$ cat src/rtl/audio_pkg.sv
// Shared audio definitions: transmitter FSM states and I2S framing constants.
package audio_pkg;

    typedef enum logic [1:0] {
        ST_IDLE  = 2'd0,
        ST_RUN   = 2'd1,
        ST_DRAIN = 2'd2
    } tx_state_e;

    localparam int unsigned I2S_CHANNELS     = 2;
    localparam int unsigned I2S_SLOT_MAX     = 32;
    localparam int unsigned I2S_BCLK_DIV_MIN = 2;
    localparam logic        I2S_WS_LEFT      = 1'b0;
    localparam logic        I2S_WS_RIGHT     = 1'b1;

endpackage

$ cat src/rtl/audio_clk_div.sv
// BCLK generator: counts BCLK_DIV clks per half period and flags each BCLK edge.
module audio_clk_div #(
    parameter int unsigned BCLK_DIV = 4
) (
    input  logic clk,
    input  logic rst,
    input  logic en,
    output logic rise_ev,
    output logic fall_ev,
    output logic bclk
);
    localparam int unsigned   CW       = (BCLK_DIV > 1) ? $clog2(BCLK_DIV) : 1;
    localparam logic [CW-1:0] DIV_LAST = CW'(BCLK_DIV - 1);

    logic [CW-1:0] div_cnt_q;
    logic          bclk_q;
    logic          rise_next_q;
    logic          wrap_c;

    // The first wrap after enabling is a falling event with bclk already low.
    assign wrap_c  = en && (div_cnt_q == DIV_LAST);
    assign rise_ev = wrap_c && rise_next_q;
    assign fall_ev = wrap_c && !rise_next_q;
    assign bclk    = bclk_q;

    always_ff @(posedge clk) begin
        if (rst || !en) begin
            div_cnt_q   <= '0;
            bclk_q      <= 1'b0;
            rise_next_q <= 1'b0;
        end else if (wrap_c) begin
            div_cnt_q   <= '0;
            bclk_q      <= rise_next_q;
            rise_next_q <= !rise_next_q;
        end else begin
            div_cnt_q   <= div_cnt_q + CW'(1);
        end
    end

endmodule

$ cat src/rtl/bhg_audio_i2s_tx.sv
// I2S transmitter: serialises one stereo pair per frame and requests the next pair from the mixer.
module bhg_audio_i2s_tx
    import audio_pkg::*;
#(
    parameter int unsigned IN_BITS   = 12,
    parameter int unsigned SLOT_BITS = 16,
    parameter int unsigned BCLK_DIV  = 4
) (
    input  logic                      clk,
    input  logic                      rst,
    input  logic                      tx_en,
    input  logic signed [IN_BITS-1:0] s_in_l,
    input  logic signed [IN_BITS-1:0] s_in_r,
    output logic                      sample_req,
    output logic                      i2s_bclk,
    output logic                      i2s_lrclk,
    output logic                      i2s_sdata,
    output logic                      busy
);
    localparam int unsigned   FRAME_BITS = I2S_CHANNELS * SLOT_BITS;
    localparam int unsigned   BW         = $clog2(FRAME_BITS);
    localparam int unsigned   PAD_BITS   = SLOT_BITS - IN_BITS;
    localparam logic [BW-1:0] BIT_LAST   = BW'(FRAME_BITS - 1);
    localparam logic [BW-1:0] SLOT_LAST  = BW'(SLOT_BITS - 1);

    if (IN_BITS < 1 || IN_BITS > SLOT_BITS || SLOT_BITS > I2S_SLOT_MAX ||
        BCLK_DIV < I2S_BCLK_DIV_MIN) begin : g_param_err
        $error("bhg_audio_i2s_tx: parameter out of range");
    end

    tx_state_e            state_q;
    logic [BW-1:0]        bit_cnt_q;
    logic                 started_q;
    logic [FRAME_BITS-1:0] shreg_q;
    logic                 lrclk_q;
    logic                 sdata_q;
    logic                 req_q;
    logic                 busy_q;

    logic                 rise_ev_c;
    logic                 fall_ev_c;
    logic                 frame_end_c;
    logic                 frame_start_c;
    logic [SLOT_BITS-1:0] slot_l_c;
    logic [SLOT_BITS-1:0] slot_r_c;

    audio_clk_div #(
        .BCLK_DIV (BCLK_DIV)
    ) u_clk_div (
        .clk     (clk),
        .rst     (rst),
        .en      (state_q != ST_IDLE),
        .rise_ev (rise_ev_c),
        .fall_ev (fall_ev_c),
        .bclk    (i2s_bclk)
    );

    // Samples sit MSB-aligned in their slot, zero padded below.
    assign slot_l_c      = SLOT_BITS'($unsigned(s_in_l)) << PAD_BITS;
    assign slot_r_c      = SLOT_BITS'($unsigned(s_in_r)) << PAD_BITS;
    assign frame_end_c   = started_q && (bit_cnt_q == BIT_LAST);
    assign frame_start_c = !started_q || frame_end_c;

    always_ff @(posedge clk) begin
        if (rst) begin
            state_q   <= ST_IDLE;
            bit_cnt_q <= '0;
            started_q <= 1'b0;
            shreg_q   <= '0;
            lrclk_q   <= 1'b0;
            sdata_q   <= 1'b0;
            req_q     <= 1'b0;
            busy_q    <= 1'b0;
        end else begin
            req_q <= 1'b0;
            case (state_q)
                ST_IDLE: begin
                    if (tx_en) begin
                        state_q <= ST_RUN;
                        busy_q  <= 1'b1;
                    end
                end
                ST_RUN:   if (!tx_en) state_q <= ST_DRAIN;
                ST_DRAIN: if (tx_en)  state_q <= ST_RUN;
                default:  state_q <= ST_IDLE;
            endcase

            if (fall_ev_c) begin
                if (frame_end_c && state_q == ST_DRAIN && !tx_en) begin
                    state_q   <= ST_IDLE;
                    bit_cnt_q <= '0;
                    started_q <= 1'b0;
                    shreg_q   <= '0;
                    lrclk_q   <= 1'b0;
                    sdata_q   <= 1'b0;
                    busy_q    <= 1'b0;
                end else begin
                    // The bit leaving the MSB is one BCLK behind its slot, giving I2S delay.
                    sdata_q <= shreg_q[FRAME_BITS-1];
                    if (frame_start_c) begin
                        bit_cnt_q <= '0;
                        started_q <= 1'b1;
                        shreg_q   <= {slot_l_c, slot_r_c};
                        req_q     <= 1'b1;
                        lrclk_q   <= I2S_WS_LEFT;
                    end else begin
                        bit_cnt_q <= bit_cnt_q + BW'(1);
                        shreg_q   <= shreg_q << 1;
                        lrclk_q   <= (bit_cnt_q >= SLOT_LAST) ? I2S_WS_RIGHT : I2S_WS_LEFT;
                    end
                end
            end
        end
    end

    a_edge_exclusive: assert property (@(posedge clk) disable iff (rst) !(rise_ev_c && fall_ev_c));

    assign sample_req = req_q;
    assign i2s_lrclk  = lrclk_q;
    assign i2s_sdata  = sdata_q;
    assign busy       = busy_q;

endmodule
$ cat config.mk
export PLATFORM = sky130hd
export DESIGN_NAME = bhg_audio_i2s_tx
export DESIGN_NICKNAME = d
export VERILOG_FILES = /design/src/rtl/audio_pkg.sv /design/src/rtl/audio_clk_div.sv /design/src/rtl/bhg_audio_i2s_tx.sv
export SDC_FILE = /design/constraint.sdc
export NUM_CORES = 1
export LEC_CHECK = 0
export ABC_AREA = 1
export CAP_MARGIN = 20
export CORE_MARGIN = 10
export CORE_UTILIZATION = 45
export DETAILED_ROUTE_END_ITERATION = 6
export PLACE_DENSITY = 0.68
export RECOVER_POWER = 50
export SYNTH_ARGS = -nofsm -noshare
export SYNTH_HDL_FRONTEND = slang
export SYNTH_SLANG_ARGS = --single-unit
$ cat constraint.sdc
create_clock -name clk -period 4.67 [get_ports clk]
set_clock_uncertainty 0.1 [all_clocks]
set_input_delay 0.467 -clock clk [delete_from_list [all_inputs] [get_ports clk]]
set_output_delay 0.467 -clock clk [all_outputs]
set_load 0.05 [all_outputs]
==> flow_results.org <==
** Status
- Status :: complete, but fails checks
- Violated checks :: max-capacitance violations, max-slew violations

** Placed design
- Input and output buffers added on the ports amount to 31.
- In this run, placement finished with an instance count of 363.
- At the end of routability-driven placement, the weighted congestion stood at 0.790.
- Detailed placement ended at an HPWL of 3.04 mm.

** Global routing
- GRT Total Usage :: 0.135
- Initial antenna violation count :: 0
- For this run the aggregate overflow at the end of global routing stands at 0.
- First-pass GRT wire length :: 8.65 mm
- Vias in the first global route :: 1822
- Largest net degree at the start of global routing :: 39

** Timing
- Static timing analysis puts the maximum clock frequency at 314 MHz.
- Unrepaired setup endpoints after global routing :: no
- On the final layout, the worst hold slack is 0.337 ns.
- Final setup violation count :: 0
- In the finished design, the share of the clock period the worst path needs comes to 0.682.
- The hold violation count in the final report is 0.
- Total count of max-transition violations in the final report :: 38
- Headroom to the max-slew limit came out at -0.151.
- Accumulated negative setup slack :: 0 ns
- Time the worst path needs with I/O delays and setup :: 3.18 ns
- Slew at the pin closest to its max-slew limit :: 1.73 ns

** Floorplanning
- Vert. Die Dim :: 88.7 µm
- Total Die Area :: 0.00787 mm²
- Cell row count :: 24
- For this configuration, the core starts out at a cell density of 0.475.
- I/O pins :: 32
- Core Box Area :: 0.00447 mm²
- Horizontal die dimension :: 88.7 µm

** CTS
- The tree is rooted in a clkbuf_8.
- Number of buffers created by CTS :: 5
- TritonCTS clock tree :: built
- Clock latency of the later-clocked register in the worst-skew pair :: 0.29 ns
- Total of hold buffers inserted after clock tree synthesis :: 0
- Post-CTS Resized :: 0
- No sink is reached through more buffers than the 2 on the longest clock path.
- Number of sinks driven by the clock tree :: 44
- H-tree Lvls :: 2
- After clock tree synthesis, the clock-pin slew on the worst setup and hold paths is 0.08 ns.
- After clock tree synthesis, the setup repair step added 0 buffers.

** Routing
- Aggregate routed wire length :: 4.87 mm
- Detailed-route wire length per cell :: 13.1 µm
- Iteration-0 DRC count of the detailed router :: 148
- Via count :: 1909
- DRC viols :: 0
- Via density per instance :: 5.15
- Post-route ant nets :: 0
- Iteration count of the initial detailed-routing pass :: 4

** Power
- The completed layout was analyzed and its total power is 0.676 mW.
- Power density relative to cell area :: 279 mW/mm²
- The analysis attributes to cell leakage a power of 0.953 nW.
- Max rail drop VDD :: 0.160 mV

** Logic synthesis
- Counting every net in the synthesized netlist gives 330.
- Proportion of synthesized chip area in sequential cells :: 0.415
- Syn Std Cell Area :: 0.00212 mm²
- Synthesized area per cell :: 7.11 µm²
- Number of flip-flops and latches in the synthesized netlist :: 44
- Gate count after technology mapping :: 299
- For this run, the number of Yosys warnings is 0.
- Number of distinct library cells after synthesis :: 22

** Final layout
- Post-route non-filler standard cell count :: 371
- At the end of the flow the core is filled with cells to 0.542.
- In the final design database the tool counted 349 nets.
- Post-synthesis to final-layout area growth :: 14.1%
- In the final layout, the share of cells above drive strength 1 is 0.0408.
- 0 antenna diodes ended up in the layout.

** Critical path
- Worst setup path category :: flip-flop to flip-flop
- Worst Path Arrival :: 3.29 ns
- Category of the worst setup path launch point :: flip-flop
- Data on the critical path is required at its endpoint by 4.78 ns.
- The worst setup path is captured at a flip-flop.
- In this run the worst path has a maximum fanout of 26.

** Flow run
- Across the run, the number of max-cap violations was 1.

** Worst hold path
- The path class of the tightest hold or removal check is flip-flop to flip-flop.
[critical path, stage by stage (launching register included)]
cell	delay, ns
dfxtp_1	0.34
ha_1	0.21
inv_1	0.07
nor3_1	0.06
ha_1	0.22
inv_1	0.53
nand2_1	0.73
nor2_1	0.59
nand2_1	0.10
a21oi_1	0.14
[registers in the layout (all words and copies together), names as in the netlist]
signal	count
bit_cnt_q	5
state_q	2
i2s_sdata	1
started_q	1
u_clk_div.rise_next_q	1
shreg_q	28
sample_req	1
u_clk_div.div_cnt_q	2
u_clk_div.bclk	1
i2s_lrclk	1
busy	1
[layer usage]
metal | share of wire | wire length, µm | track usage | vias up
met3 | 0.070 | 342 | 0.0469 | 5
met2 | 0.44 | 2130 | 0.205 | 41
met1 | 0.49 | 2360 | 0.178 | 853
met4 | 0.0076 | 37 | 0.0367 | 0
met5 | 0 | 0 | 0 | -
li1 | - | - | - | 1010
[per-stage QoR]
step	instance area (µm²)	setup slack [ns]
6_report	2420	1.49
5_1_grt	2420	1.03
4_1_cts	2440	2.19
3_5_place_dp	2350	2.20
3_3_place_gp	2350	2.31
2_1_floorplan	2120	2.90
[cell usage after synthesis]
library cell | n | share of area
nand2_1 | 97 | 0.17
nand3_1 | 52 | 0.12
dfxtp_1 | 44 | 0.41
a21oi_1 | 34 | 0.080
nor2_1 | 14 | 0.025
inv_1 | 12 | 0.021
buf_6 | 9 | 0.048
buf_2 | 5 | 0.012
ha_1 | 4 | 0.024
nor3_1 | 4 | 0.0094
o21ai_0 | 4 | 0.0094
buf_4 | 3 | 0.011
clkbuf_1 | 3 | 0.0053
inv_2 | 3 | 0.0053
and3_1 | 2 | 0.0059
nand2_2 | 2 | 0.0059
nand3_2 | 2 | 0.0094
nand2_4 | 1 | 0.0053
nand4_1 | 1 | 0.0029
nor2_2 | 1 | 0.0029
nor2_4 | 1 | 0.0053
nor3_2 | 1 | 0.0047
[final timing paths]
path,from,to,slack (ns),depth (start not counted)
min,u_clk_div.div_cnt_q[0],u_clk_div.div_cnt_q[0],0.34,1
max,bit_cnt_q[0],i2s_lrclk,1.49,9
max reg2reg,bit_cnt_q[0],i2s_lrclk,1.49,9
min reg2reg,u_clk_div.div_cnt_q[0],u_clk_div.div_cnt_q[0],0.34,1
[layout by cell type (no fill, tap or decap)]
| master | instances |
|---|---|
| a21oi_1 | 34 |
| and3_1 | 2 |
| clkbuf_1 | 3 |
| clkbuf_8 | 6 |
| clkdlybuf4s50_1 | 25 |
| dfxtp_1 | 44 |
| dlygate4sd3_1 | 6 |
| ha_1 | 4 |
| inv_1 | 13 |
| inv_2 | 2 |
| nand2_1 | 98 |
| nand2_2 | 1 |
| nand2_4 | 1 |
| nand3_1 | 53 |
| nand3_2 | 1 |
| nand4_1 | 1 |
| nor2_1 | 15 |
| nor2_4 | 1 |
| nor3_1 | 4 |
| nor3_2 | 1 |
| o21ai_0 | 4 |
[report_power, final]
group	switching (mW)	total, mW	internal (mW)	leakage [nW]
Clock	0.128	0.249	0.121	0.0455
Sequential	0.00148	0.379	0.377	0.355
Combinational	0.0219	0.0485	0.0266	0.552
Total	0.152	0.676	0.525	0.953
[final cells by class]
type | instances | area [µm²]
tap | 52 | 65.1
multi-input combinational | 220 | 1020
sequential | 44 | 881
timing repair buffer | 32 | 314
fill | 452 | 2050
clock buffer | 8 | 90.1
inverter | 15 | 56.3
[cells by family after synthesis]
logic type / after synthesis / synth area share
simple gates: 178 / 0.370
flops: 44 / 0.415
compound gates: 38 / 0.0895
buf+inv: 35 / 0.102
fa+ha+maj: 4 / 0.0236
No activity file was read; power rests on OpenSTA's default activity.
